### src/rtl/asip_pkg.sv
// rtl/asip_pkg.sv - shared widths, encodings and fetch state for the ASIP pipeline
package asip_pkg;

  localparam int ADDR_W  = 8;
  localparam int INSTR_W = 16;

  localparam logic [ADDR_W-1:0]  RESET_PC   = 8'h00;
  localparam logic [ADDR_W-1:0]  PC_STEP    = 8'h04;
  localparam logic [INSTR_W-1:0] NOP_INSTR  = 16'h0000;
  localparam logic [INSTR_W-1:0] HALT_INSTR = 16'hFFFF;

  typedef enum logic {
    RUN    = 1'b0,
    HALTED = 1'b1
  } fetch_state_e;

endpackage

### src/rtl/fetch_stage_if.sv
// rtl/fetch_stage_if.sv - fetch stage control, memory and IF/ID bus
interface fetch_stage_if;
  import asip_pkg::*;

  logic               stall;
  logic               branch_taken;
  logic [ADDR_W-1:0]  branch_target;
  logic [ADDR_W-1:0]  imem_addr;
  logic [INSTR_W-1:0] imem_rdata;
  logic [INSTR_W-1:0] if_id_instr;
  logic [ADDR_W-1:0]  if_id_pc;
  logic               if_id_valid;
  logic               halted;
  logic [15:0]        fetch_count;

  // Fetch stage side: drives the memory address and the IF/ID outputs
  modport master (
    input  stall, branch_taken, branch_target, imem_rdata,
    output imem_addr, if_id_instr, if_id_pc, if_id_valid, halted, fetch_count
  );

  // Surrounding pipeline / memory side
  modport slave (
    output stall, branch_taken, branch_target, imem_rdata,
    input  imem_addr, if_id_instr, if_id_pc, if_id_valid, halted, fetch_count
  );

endinterface

### src/rtl/fetch_stage_pc_register.sv
// rtl/fetch_stage_pc_register.sv - program counter with redirect, advance and wrap
module pc_register
  import asip_pkg::*;
(
  input  logic              clk,
  input  logic              rst,
  input  logic              branch_taken_i,
  input  logic [ADDR_W-1:0] branch_target_i,
  input  logic              advance_i,
  output logic [ADDR_W-1:0] pc_o
);

  logic [ADDR_W-1:0] pc_q;
  logic [ADDR_W-1:0] pc_d;

  // Next PC: redirect is word-aligned, advance wraps naturally at 2^ADDR_W
  always_comb begin
    pc_d = pc_q;
    if (branch_taken_i) begin
      pc_d = branch_target_i & ~ADDR_W'(3);
    end else if (advance_i) begin
      pc_d = pc_q + PC_STEP;
    end
  end

  // PC storage
  always_ff @(posedge clk) begin
    if (rst) begin
      pc_q <= RESET_PC;
    end else begin
      pc_q <= pc_d;
    end
  end

  assign pc_o = pc_q;

endmodule

### src/rtl/fetch_stage.sv
// rtl/fetch_stage.sv - instruction fetch: PC, IF/ID register, halt and fetch counter
module fetch_stage
  import asip_pkg::*;
(
  input  logic          clk,
  input  logic          rst,
  fetch_stage_if.master bus
);

  fetch_state_e       state_q;
  logic [INSTR_W-1:0] instr_q;
  logic [ADDR_W-1:0]  ifpc_q;
  logic               valid_q;
  logic [15:0]        count_q;
  logic [ADDR_W-1:0]  pc;
  logic               advance;
  logic               is_halt;

  assign is_halt = (bus.imem_rdata == HALT_INSTR);

  // PC moves forward only on a normal capture of a non-HALT word
  assign advance = !bus.stall && (state_q == RUN) && !is_halt;

  pc_register u_pc (
    .clk             (clk),
    .rst             (rst),
    .branch_taken_i  (bus.branch_taken),
    .branch_target_i (bus.branch_target),
    .advance_i       (advance),
    .pc_o            (pc)
  );

  // Run/halt state, IF/ID register and saturating fetch counter
  always_ff @(posedge clk) begin
    if (rst) begin
      state_q <= RUN;
      instr_q <= NOP_INSTR;
      ifpc_q  <= '0;
      valid_q <= 1'b0;
      count_q <= '0;
    end else if (bus.branch_taken) begin
      state_q <= RUN;
      instr_q <= NOP_INSTR;
      valid_q <= 1'b0;
    end else if (bus.stall) begin
      state_q <= state_q;
    end else if (state_q == HALTED) begin
      instr_q <= NOP_INSTR;
      valid_q <= 1'b0;
    end else begin
      instr_q <= bus.imem_rdata;
      ifpc_q  <= pc;
      valid_q <= 1'b1;
      if (count_q != 16'hFFFF) begin
        count_q <= count_q + 16'd1;
      end
      if (is_halt) begin
        state_q <= HALTED;
      end
    end
  end

  assign bus.imem_addr   = pc;
  assign bus.if_id_instr = instr_q;
  assign bus.if_id_pc    = ifpc_q;
  assign bus.if_id_valid = valid_q;
  assign bus.halted      = (state_q == HALTED);
  assign bus.fetch_count = count_q;

endmodule

### src/flat_wrapper.sv
// flat-port wrapper written by rule: the top's interface ports become plain ports
module fetch_stage_flat import asip_pkg::*;
  (clk, rst, bus_stall, bus_branch_taken, bus_branch_target, bus_imem_rdata, bus_imem_addr, bus_if_id_instr, bus_if_id_pc, bus_if_id_valid, bus_halted, bus_fetch_count);
  fetch_stage_if bus_i ();
  input  logic clk;
  input  logic rst;
  input wire logic [$bits(bus_i.stall)-1:0] bus_stall;
  input wire logic [$bits(bus_i.branch_taken)-1:0] bus_branch_taken;
  input wire logic [$bits(bus_i.branch_target)-1:0] bus_branch_target;
  input wire logic [$bits(bus_i.imem_rdata)-1:0] bus_imem_rdata;
  output wire logic [$bits(bus_i.imem_addr)-1:0] bus_imem_addr;
  output wire logic [$bits(bus_i.if_id_instr)-1:0] bus_if_id_instr;
  output wire logic [$bits(bus_i.if_id_pc)-1:0] bus_if_id_pc;
  output wire logic [$bits(bus_i.if_id_valid)-1:0] bus_if_id_valid;
  output wire logic [$bits(bus_i.halted)-1:0] bus_halted;
  output wire logic [$bits(bus_i.fetch_count)-1:0] bus_fetch_count;
  assign bus_i.stall = bus_stall;
  assign bus_i.branch_taken = bus_branch_taken;
  assign bus_i.branch_target = bus_branch_target;
  assign bus_i.imem_rdata = bus_imem_rdata;
  assign bus_imem_addr = bus_i.imem_addr;
  assign bus_if_id_instr = bus_i.if_id_instr;
  assign bus_if_id_pc = bus_i.if_id_pc;
  assign bus_if_id_valid = bus_i.if_id_valid;
  assign bus_halted = bus_i.halted;
  assign bus_fetch_count = bus_i.fetch_count;
  fetch_stage u_core (.clk(clk), .rst(rst), .bus(bus_i));
endmodule
### config.mk
export PLATFORM = sky130hd
export DESIGN_NAME = fetch_stage_flat
export DESIGN_NICKNAME = d
export VERILOG_FILES = /design/src/rtl/asip_pkg.sv /design/src/rtl/fetch_stage_if.sv /design/src/rtl/fetch_stage_pc_register.sv /design/src/rtl/fetch_stage.sv /design/src/flat_wrapper.sv
export SDC_FILE = /design/constraint.sdc
export NUM_CORES = 1
export LEC_CHECK = 0
export BUFFER_PORTS_ARGS = -buffer_cell sky130_fd_sc_hd__buf_2
export CAP_MARGIN = 20
export CORE_ASPECT_RATIO = 1.75
export CORE_MARGIN = 2
export CORE_UTILIZATION = 30
export DETAILED_ROUTE_END_ITERATION = 16
export PLACE_DENSITY = 0.65
export SYNTH_ARGS = -nofsm -noshare
export SYNTH_HDL_FRONTEND = slang
export SYNTH_SLANG_ARGS = --single-unit
### constraint.sdc
create_clock -name clk -period 2 [get_ports clk]
set_clock_uncertainty 0.1 [all_clocks]
set_input_delay 0.4 -clock clk [delete_from_list [all_inputs] [get_ports clk]]
set_output_delay 0.4 -clock clk [all_outputs]
set_load 0.03 [all_outputs]
# Word-level counts from Yosys, hierarchy flattened
# Cells that the tools add are included.
[totals]
regBits = 50
in_bits = 28
word_cells = 28
out_inout_bits = 50
[classes]
n_mux = 6
addsub = 2
bitwise_logic = 3
n_reduce_logical = 8
n_eq_ne = 2
[ops]
columns = ["cell", "n"]
rows = [
  ["$add A16 B1 Y16 const B", 1],
  ["$eq A16 B16 Y1 const B", 1],
  ["$mux W16", 1],
  ["$mux W8", 2],
  ["$ne A16 B16 Y1 const B", 1],
  ["$add A8 B3 Y8 const B", 1],
  ["$reduce_and A4 Y1", 1],
  ["$mux W1", 3],
  ["$not A1 Y1", 3],
  ["$reduce_and A3 Y1", 1],
  ["$logic_and A1 B1 Y1", 2],
  ["$logic_not A1 Y1", 2],
  ["$reduce_bool A2 Y1", 1],
  ["$reduce_or A2 Y1", 1],
]

# Longest topological paths before layout
# Gate-level depths: netlist (run 1).
[logic_depth]
word_depth = 5
mapped_depth = 6
mapped_depth_nobuf = 5

# Modules after synthesis
# From an unflattened synthesis (run 1), not the netlist that was laid out.
[unflattened]
hier_cells = 239
area_unflattened_um2 = 2078.2
[modules_own_cells]
columns = ["mod", "area_per_inst_um2", "seq_area_each_um2", "n_inst", "cells_each"]
rows = [
  ["fetch_stage", 1759.2, 840.8, 1, 203],
  ["pc_register", 319.1, 120.1, 1, 36],
]

# Worst setup path before layout (run 1)
# OpenSTA, ideal clock, no wires.
[synth_timing]
path_type = "reg-to-reg"
from = "register u_core.count_q[1] (netlist: u_core.bus.fetch_count[1])"
to = "register u_core.count_q[3] (netlist: u_core.bus.fetch_count[3])"
arrival_ps = 1777
path_slack_ps = -1
setup_time_ps = 123
stages_incl_launch_ff = 7
period_less_slack_ps = 2001
path_buffers = 1
required_time_ps = 1777
path_cell_list = "dfxtp_1 -> ha_1 -> nand3_1 -> nor4_2 -> buf_2 -> nor3_1 -> mux2_1"
[synth_via]
elab_chain_len = 2
elab_cells_between_ends = 3
cone_classes = "add/sub (1); eq/ne (1); reduce/logical (1)"
[synth_rtl]
columns = ["item", "line_no", "text"]
rows = [
  ["from (decl)", "fetch_stage.sv:14", "logic [15:0] count_q;"],
  ["from (signal assigned)", "fetch_stage.sv:55", "count_q <= count_q + 16'd1;"],
  ["branches (longest 2 deep; another with $add A16 B1 Y16)", "-", ""],
]
# Parallel ways; which one is timed is not known.
# A chain may end at the register's enable or synchronous reset.

# Final worst setup path (run 1)
[layout_timing]
from = "register u_core.count_q[0] (netlist: u_core.bus.fetch_count[0])"
to = "register u_core.count_q[13] (netlist: u_core.bus.fetch_count[13])"
# The elaborated chain is that of the path after synthesis.

==> results of run 1 <==
[sequential cells by signal, indices dropped and copies added (netlist names)]
signal	flops
u_core.bus.fetch_count	16
u_core.u_pc.pc_o	6
u_core.bus.halted	1
u_core.bus.if_id_instr	16
u_core.bus.if_id_valid	1
u_core.bus.if_id_pc	6
[per-stage QoR]
stage          power, mW  cell area (sq um)  hold slack, ns  cells  setup WS [ns]
4_1_cts             2.06               2670           0.264    392          0.135
2_1_floorplan       1.14               2060           0.444    235         0.0778
3_5_place_dp        1.22               2520           0.348    384         0.0358
6_report            2.03               2670           0.268    392          0.146
5_1_grt             2.12               2670           0.270    392         0.0131
3_3_place_gp        1.22               2520           0.343    384         0.0737
[where the power goes]
group	leakage, nW	internal (mW)	switching [mW]	total [mW]
registers	0.375	0.943	0.0226	0.966
clock network	0.0729	0.494	0.334	0.829
logic	0.713	0.0793	0.152	0.231
total	1.16	1.52	0.508	2.03
[critical path, delay by kind of cell, from the launching register on]
kind            cells  cell delay (ns)
compound gates      2             0.27
fa+ha+maj           1             0.24
buf+inv             1             0.16
flops               1             0.35
simple gates        2             0.67
[final timing paths]
kind	slack [ns]	to	start
setup reg to reg	0.15	u_core.bus.fetch_count[13]	u_core.bus.fetch_count[0]
setup / recovery	0.15	u_core.bus.fetch_count[13]	u_core.bus.fetch_count[0]
hold / removal	0.27	u_core.bus.if_id_instr[0]	bus_imem_rdata[0]
hold reg to reg	0.36	u_core.bus.if_id_pc[7]	u_core.bus.if_id_pc[7]
[cells in the final DEF, fill, tap and decap left out, drive strengths merged, types with 8 or more instances in the layout]
cell type and count:
a22oi 16, o31ai 8, nand4 9, buf 83, or4 9, a21oi 18
nand2 20, dfxtp 46, nor2 29
[layer usage]
metal,vias to the layer above,global-route usage,routed length (um)
met5,-,0,0
met1,942,0.153,2110
met2,54,0.251,2720
met3,9,0.0229,227
met4,0,0.0748,139
li1,1003,-,-
[kinds of logic after synthesis]
kind of cell	after synthesis	share of synthesized area
AO/OA/AOI/OAI	62	0.211
adder cells (fa/ha/maj)	2	0.0122
XOR/XNOR	2	0.00856
buffers and inverters	21	0.0508
AND/OR/NAND/NOR	96	0.255
flip-flops	46	0.450
multiplexers	2	0.0104
other	1	0.00183
[synthesized netlist by cell type, types with 2 or more instances]
| master | count |
|---|---|
| a211oi_1 | 3 |
| a21oi_1 | 18 |
| a22oi_1 | 16 |
| a311oi_1 | 3 |
| a31oi_1 | 2 |
| and3_1 | 3 |
| buf_2 | 2 |
| buf_4 | 4 |
| clkbuf_1 | 9 |
| dfxtp_1 | 46 |
| ha_1 | 2 |
| inv_1 | 4 |
| nand2_1 | 19 |
| nand3_1 | 6 |
| nand4_1 | 8 |
| nor2_1 | 28 |
| nor2b_1 | 2 |
| nor3_1 | 4 |
| nor4_2 | 2 |
| o21ai_0 | 4 |
| o21ai_1 | 2 |
| o31ai_1 | 8 |
| or3_1 | 6 |
| or4_1 | 9 |
| xor2_1 | 2 |
[layout make-up]
class	instances	area share
clock buffers	6	0.0519
clock inverters	2	0.00468
inverters	5	0.00702
multi-input cells	168	0.386
flip-flops and latches	46	0.345
well taps	82	0.0384
repair buffers	83	0.167
==> qor.csv, run 1 <==
stage,metric,value,unit
die,num_rows,39,
setup_path,crit_fanout,6,
final_layout,drive_gt1_frac,0.323,
power_and_ir_drop,vdd.ir_drop.worst,0.299,mV
yosys,seq_area_frac_synth,0.450,
clocking,path_clk_slew,0.06,ns
yosys,syn-cell-area,2050,sq um
setup_path,r2r_cells,6,
final_layout,area_delta_synth_final,30.7,%
setup_path,cp-end-kind,register,
setup_path,critical_path_arrival,1.97,ns
yosys,synth-edff-count,0,
die,initial_core_util,0.311,
yosys,yosysWarnings,0,
die,die_y,113,um
placement,port_buffers,71,
clocking,cts-root-buf,clkbuf_16,
global_route,grt_use_total,0.140,
run,cap_viol_max_count,0,
yosys,yosysTopAreaCell,dfxtp_1,
routing,route.antenna.remaining_nets,0,
global_route,grt_max_degree,19,
final_layout,num_antenna_cells,0,
final_layout,multi_input_area,1030,sq um
routing,drt_first_pass_iters,4,
clocking,cts-buffers-inserted,5,
power_and_ir_drop,power_per_cell_area,757,nW/um^2
timing,finalHoldViolCount,0,
clocking,cts-htree-levels,2,
timing,min_period,1.85,ns
global_route,overflow,0,
clocking,cts_resized,0,
yosys,syn_area_per_cell,8.82,sq um
die,core,6590,sq um
min_path,hold_path_class,in2reg,
yosys,yosysUniqueCellTypes,45,
clocking,cts_tree,built,
placement,place.gp.congestion,0.751,
yosys,ys_ff_latch,46,
routing,post_drt_via_cell_ratio,5.12,
setup_path,start_kind,register,
die,ios,78,
setup_path,crit_slowest_cell,or4_1,
setup_path,required,2.11,ns
final_layout,final_util,0.406,
min_path,min_path_cells,3,
routing,wl_per_cell,13.2,um
final_layout,nFillCells,673,
yosys,synth_area_leaders,"dfxtp_1 (45%), a22oi_1 (5.9%), nor2_1 (5.1%), a21oi_1 (4.4%), nand2_1 (3.5%)",
clocking,cts_hold_buf,0,
clocking,clock_path_buffers,2,
routing,drt-initial-drc-count,114,
global_route,grt_pass1_vias,1930,
timing,setup_viol,0,
setup_path,critPathKind,reg2reg,
timing,rsz0062_at_grt,no,
yosys,synthCells,232,
routing,vias,2008,
global_route,grt_pass1_wl,8.45,mm
clocking,postCtsSetupRepairBufs,0,
yosys,async_flop_share,0,
die,die_x,66.4,um
die,dieArea,7520,sq um
timing,fin_setup_tns,0,ns
final_layout,seqCellArea,923,sq um
timing,fin_crit_sh,0.927,
setup_path,critPathMaxStageDelay,0.51,ns
timing,drv_slew,0,
timing,max_freq,539,MHz
power_and_ir_drop,p_leak,1.16,nW
yosys,synth_top_cell_area_share,0.450,
global_route,antenna_found_initial,0,
clocking,clock-sinks,46,
clocking,clk_latency,0.28,ns
placement,hpwl,3.92,mm
setup_path,critical_path.cell_chain,ha_1 > nand3_1 > o311ai_1 > buf_4 > or4_1 > a21oi_1,
final_layout,final_nets,339,
routing,drt_wl_total,5.19,mm
routing,route.detailed.drc,0,
yosys,synth_ff_type,dfxtp_1,
run_status,status,finished clean,
Power figures use the tool's default switching activity.
==> run 2: changes to the inputs <==
Settings changed: CORE_MARGIN 2 to default, PLACE_DENSITY 0.65 to default.
==> qor.csv, run 2 (synthesis results as in run 1) <==
stage,metric,value,unit
global_route,grt_use_total,0.153,
routing,route.antenna.remaining_nets,0,
setup_path,start_kind,register,
final_layout,nFillCells,726,
setup_path,crit_path_end,u_core.bus.fetch_count[15],
placement,hpwl,4.00,mm
timing,fin_setup_tns,0,ns
power_and_ir_drop,p_leak,1.16,nW
routing,post_drt_via_cell_ratio,5.19,
clocking,clock_path_buffers,2,
timing,min_period,1.88,ns
timing,setup_viol,0,
power_and_ir_drop,power_per_cell_area,762,nW/um^2
power_and_ir_drop,vdd.ir_drop.worst,0.429,mV
timing,fin_crit_sh,0.939,
final_layout,area_delta_synth_final,30.4,%
run,cap_viol_max_count,0,
global_route,grt_pass1_wl,8.56,mm
final_layout,num_antenna_cells,0,
global_route,overflow,0,
timing,rsz0062_at_grt,no,
die,dieArea,7170,sq um
timing,drv_slew,0,
timing,fin_hold_ws,0.264,ns
global_route,grt_pass1_vias,1819,
final_layout,final_common_cell,buf_2,
routing,drt_wl_total,5.36,mm
die,core,6540,sq um
setup_path,ff2ff_setup_slack,0.12,ns
setup_path,required,2.11,ns
clocking,path_clk_slew,0.06,ns
clocking,clk_latency,0.28,ns
global_route,antenna_found_initial,0,
setup_path,r2r_start,u_core.bus.fetch_count[0],
clocking,cts_resized,0,
routing,vias,2023,
setup_path,critical_path_arrival,1.99,ns
clocking,cts-root-buf,clkbuf_16,
setup_path,r2r_cells,6,
clocking,cts_tree,built,
setup_path,cp-end-kind,register,
run_status,status,finished clean,
power_and_ir_drop,seqPwrFrac,0.475,
die,num_rows,39,
min_path,hold_path_class,in2reg,
routing,route.detailed.drc,0,
placement,port_buffers,71,
power_and_ir_drop,switching_share,0.252,
clocking,postCtsSetupRepairBufs,0,
setup_path,critPathKind,reg2reg,
routing,wl_per_cell,13.7,um
placement,place.gp.congestion,0.819,
clocking,cts_hold_buf,0,
power_and_ir_drop,p_comb_frac,0.116,
routing,drt_first_pass_iters,4,
power_and_ir_drop,pwr-share-clk,0.409,
setup_path,timing.rr.end,u_core.bus.fetch_count[15],
final_layout,final_nets,337,
clocking,cts-htree-levels,2,
timing,finalHoldViolCount,0,
die,ios,78,
final_layout,drive_gt1_frac,0.315,
final_layout,final_util,0.408,
die,die_x,64.4,um
routing,drt-initial-drc-count,67,
clocking,cts-buffers-inserted,5,
final_layout,final_cell_mix,"buf_2 (71), dfxtp_1 (44), nor2_1 (28)",
power_and_ir_drop,p_int,1.52,mW
setup_path,crit_fanout,6,
timing,max_freq,533,MHz
power_and_ir_drop,switchingPower,0.512,mW
die,die_y,111,um
global_route,grt_max_degree,19,
die,initial_core_util,0.313,
clocking,clock-sinks,46,
setup_path,crit_start,u_core.bus.fetch_count[0],
-- run 2: cell types whose count changed in the layout (fill, tap and decap cells not counted) --
cell / change
buf_4: -3
buf_12: +1
clkbuf_1: +1
clkinvlp_4: -1
-- run 2: power groups by stage --
stage	combinational, mW	sequential, mW	clock [mW]
detailed placement	0.238	0.987	0
global placement	0.235	0.986	0
finish	0.235	0.966	0.831
global route	0.256	0.970	0.888
floorplan	0.103	1.03	0
CTS	0.238	0.967	0.858
-- run 2: worst min path at each step --
stage | from | end | slack (ns) | cells after the start
global route | bus_imem_rdata[8] | u_core.bus.if_id_instr[8] | 0.28 | 3
global placement | u_core.bus.if_id_pc[3] | u_core.bus.if_id_pc[3] | 0.34 | 2
floorplan | bus_imem_rdata[0] | u_core.bus.if_id_instr[0] | 0.44 | 2
CTS | bus_imem_rdata[2] | u_core.bus.if_id_instr[2] | 0.26 | 3
detailed placement | u_core.bus.if_id_pc[6] | u_core.bus.if_id_pc[6] | 0.35 | 2
finish | bus_imem_rdata[12] | u_core.bus.if_id_instr[12] | 0.26 | 3
-- run 2: metrics by stage --
| stage | instances | power [mW] | worst slack [ns] | area (sq um) |
|---|---|---|---|---|
| finish | 390 | 2.03 | 0.122 | 2670 |
| floorplan | 235 | 1.14 | 0.0778 | 2060 |
| detailed placement | 382 | 1.23 | 0.0175 | 2520 |
| CTS | 390 | 2.06 | 0.125 | 2670 |
| global placement | 382 | 1.22 | 0.0674 | 2520 |
| global route | 390 | 2.11 | 0.0393 | 2670 |
-- run 2: area by class of cell --
type,count,area [sq um],share of cell area
Inverter,5,18.8,0.00704
Clock inverter,1,5.00,0.00188
Clock buffer,7,143,0.0535
Tap cell,82,103,0.0385
Timing Repair Buffer,81,443,0.166
Multi-Input combinational cell,168,1030,0.387
Sequential cell,46,923,0.346
-- run 2: worst max-delay path, stage by stage, from the launching register on --
cell      delay, ns
dfxtp_2        0.34
ha_1           0.23
nand3_1        0.16
o311ai_1       0.14
buf_4          0.17
or4_1          0.50
a21oi_1        0.16
-- run 2: metal layers --
| layer | part of all wire | global-route usage |
|---|---|---|
| met1 | 0.39 | 0.159 |
| met2 | 0.53 | 0.269 |
| met3 | 0.041 | 0.0381 |
| met4 | 0.034 | 0.0874 |
| met5 | 0 | 0 |
==> run 3: changes to the inputs <==
Settings changed: CTS_CLUSTER_SIZE from default to 10, GPL_ROUTABILITY_DRIVEN from default to 0.
Clock period 2 ns to 2.4 ns, I/O delays scaled along.
==> qor.csv, run 3 (synthesis results as in run 1) <==
stage,metric,value,unit
run_status,status,finished clean,
final_layout,final_cell_mix,"buf_2 (71), dfxtp_1 (46), nor2_1 (28)",
clocking,clock-sinks,46,
setup_path,critical_path_arrival,2.01,ns
timing,rsz0062_at_grt,no,
global_route,grt_use_met1,0.183,
routing,post_drt_via_cell_ratio,5.18,
timing,setup_viol,0,
timing,finalHoldViolCount,0,
global_route,grt_max_degree,31,
clocking,cts-buffers-inserted,5,
power_and_ir_drop,power_per_cell_area,630,nW/um^2
final_layout,nFillCells,693,
die,initial_core_util,0.313,
clocking,postCtsSetupRepairBufs,0,
placement,place_area,2500,sq um
die,dieArea,7170,sq um
final_layout,final_util,0.402,
setup_path,crit_fanout,8,
global_route,use_met3,0.0360,
die,die_y,111,um
routing,drt_wl_total,5.39,mm
final_layout,final_common_cell,buf_2,
final_layout,num_antenna_cells,0,
timing,max_freq,515,MHz
clocking,cts_tree,built,
power_and_ir_drop,vdd.ir_drop.worst,0.321,mV
die,num_rows,39,
global_route,busiest_layer,met2,
die,ios,78,
placement,hpwl,3.92,mm
routing,route.antenna.remaining_nets,0,
setup_path,required,2.47,ns
clocking,clock_path_buffers,2,
final_layout,area_delta_synth_final,28.6,%
setup_path,crit_start,u_core.bus.fetch_count[0],
timing,worst_slew_pin_slew,0.631,ns
setup_path,r2r_start,u_core.bus.fetch_count[0],
die,die_x,64.4,um
routing,drt_first_pass_iters,4,
placement,place_inst,381,
setup_path,cp-end-kind,register,
setup_path,critPathKind,reg2reg,
final_layout,final_area,2630,sq um
die,core,6540,sq um
clocking,clk_latency,0.28,ns
final_layout,drive_gt1_frac,0.301,
global_route,grtUsageMet2,0.274,
run,cap_viol_max_count,0,
final_layout,stdcell_count,388,
power_and_ir_drop,p_leak,1.14,nW
min_path,hold_path_class,in2reg,
global_route,overflow,0,
clocking,cts_resized,0,
global_route,grt_use_total,0.161,
setup_path,start_kind,register,
setup_path,crit_path_end,u_core.bus.fetch_count[3],
routing,drt-initial-drc-count,92,
power_and_ir_drop,power,1.66,mW
timing,min_period,1.94,ns
global_route,grt_pass1_vias,1852,
placement,port_buffers,71,
setup_path,timing.rr.end,u_core.bus.fetch_count[3],
routing,route.detailed.drc,0,
timing,fin_setup_tns,0,ns
clocking,cts-htree-levels,2,
clocking,path_clk_slew,0.06,ns
final_layout,seqCellArea,921,sq um
setup_path,ff2ff_setup_slack,0.46,ns
setup_path,r2r_cells,6,
global_route,antenna_found_initial,0,
timing,fin_crit_sh,0.809,
global_route,grt_pass1_wl,9.03,mm
routing,wl_per_cell,13.9,um
final_layout,multi_input_area,1030,sq um
clocking,cts_hold_buf,0,
clocking,cts-root-buf,clkbuf_16,
timing,drv_slew,0,
routing,vias,2009,
timing,slew_headroom,0.573,
final_layout,final_nets,336,
run 3: cell count changes in the layout (fill, tap and decap cells not counted):
cell / change
clkbuf_8: -1
dfxtp_1: +2
clkbuf_1: +1
clkinv_2: -1
dfxtp_2: -2
buf_12: -1
run 3: area by class of cell:
cell class / count / share of cell area
Clock buffer: 7 / 0.0504
Sequential cell: 46 / 0.350
Tap cell: 82 / 0.0390
Timing Repair Buffer: 80 / 0.161
Multi-Input combinational cell: 168 / 0.392
Inverter: 5 / 0.00714
run 3: report_power, final:
| group | switching, mW | internal (mW) | leakage, nW |
|---|---|---|---|
| registers | 0.0188 | 0.786 | 0.374 |
| clock network | 0.279 | 0.381 | 0.0640 |
| logic | 0.128 | 0.0651 | 0.698 |
| total | 0.425 | 1.23 | 1.14 |
run 3: worst max-delay path: stages, from the launching register on:
cell and delay, ns:
dfxtp_1 0.42, ha_1 0.24, nand3_1 0.16, nor4_2 0.33
buf_4 0.21, nor3_1 0.06, mux2_1 0.31
run 3: through the flow:
step | hold WS (ns) | setup WS, ns
after floorplan | 0.484 | 0.399
after global routing | 0.352 | 0.234
final | 0.345 | 0.459
after CTS | 0.334 | 0.411
after global placement | 0.343 | 0.425
after detailed placement | 0.345 | 0.379
run 3: worst min path at each step:
stage / startpoint / to / slack, ns / depth (start not counted)
after floorplan: u_core.bus.if_id_pc[2] / u_core.bus.if_id_pc[2] / 0.48 / 2
after global placement: u_core.bus.if_id_pc[7] / u_core.bus.if_id_pc[7] / 0.34 / 2
after detailed placement: u_core.bus.if_id_pc[4] / u_core.bus.if_id_pc[4] / 0.35 / 2
after CTS: bus_imem_rdata[13] / u_core.bus.if_id_instr[13] / 0.33 / 3
after global routing: bus_imem_rdata[0] / u_core.bus.if_id_instr[0] / 0.35 / 3
final: bus_imem_rdata[7] / u_core.bus.if_id_instr[7] / 0.34 / 3
run 3: metal layers:
layer  vias to the layer above  routed length, um
met2                        53               2810
met3                        10                203
met5                         -                  0
li1                       1000                  -
met4                         0                166
met1                       946               2210
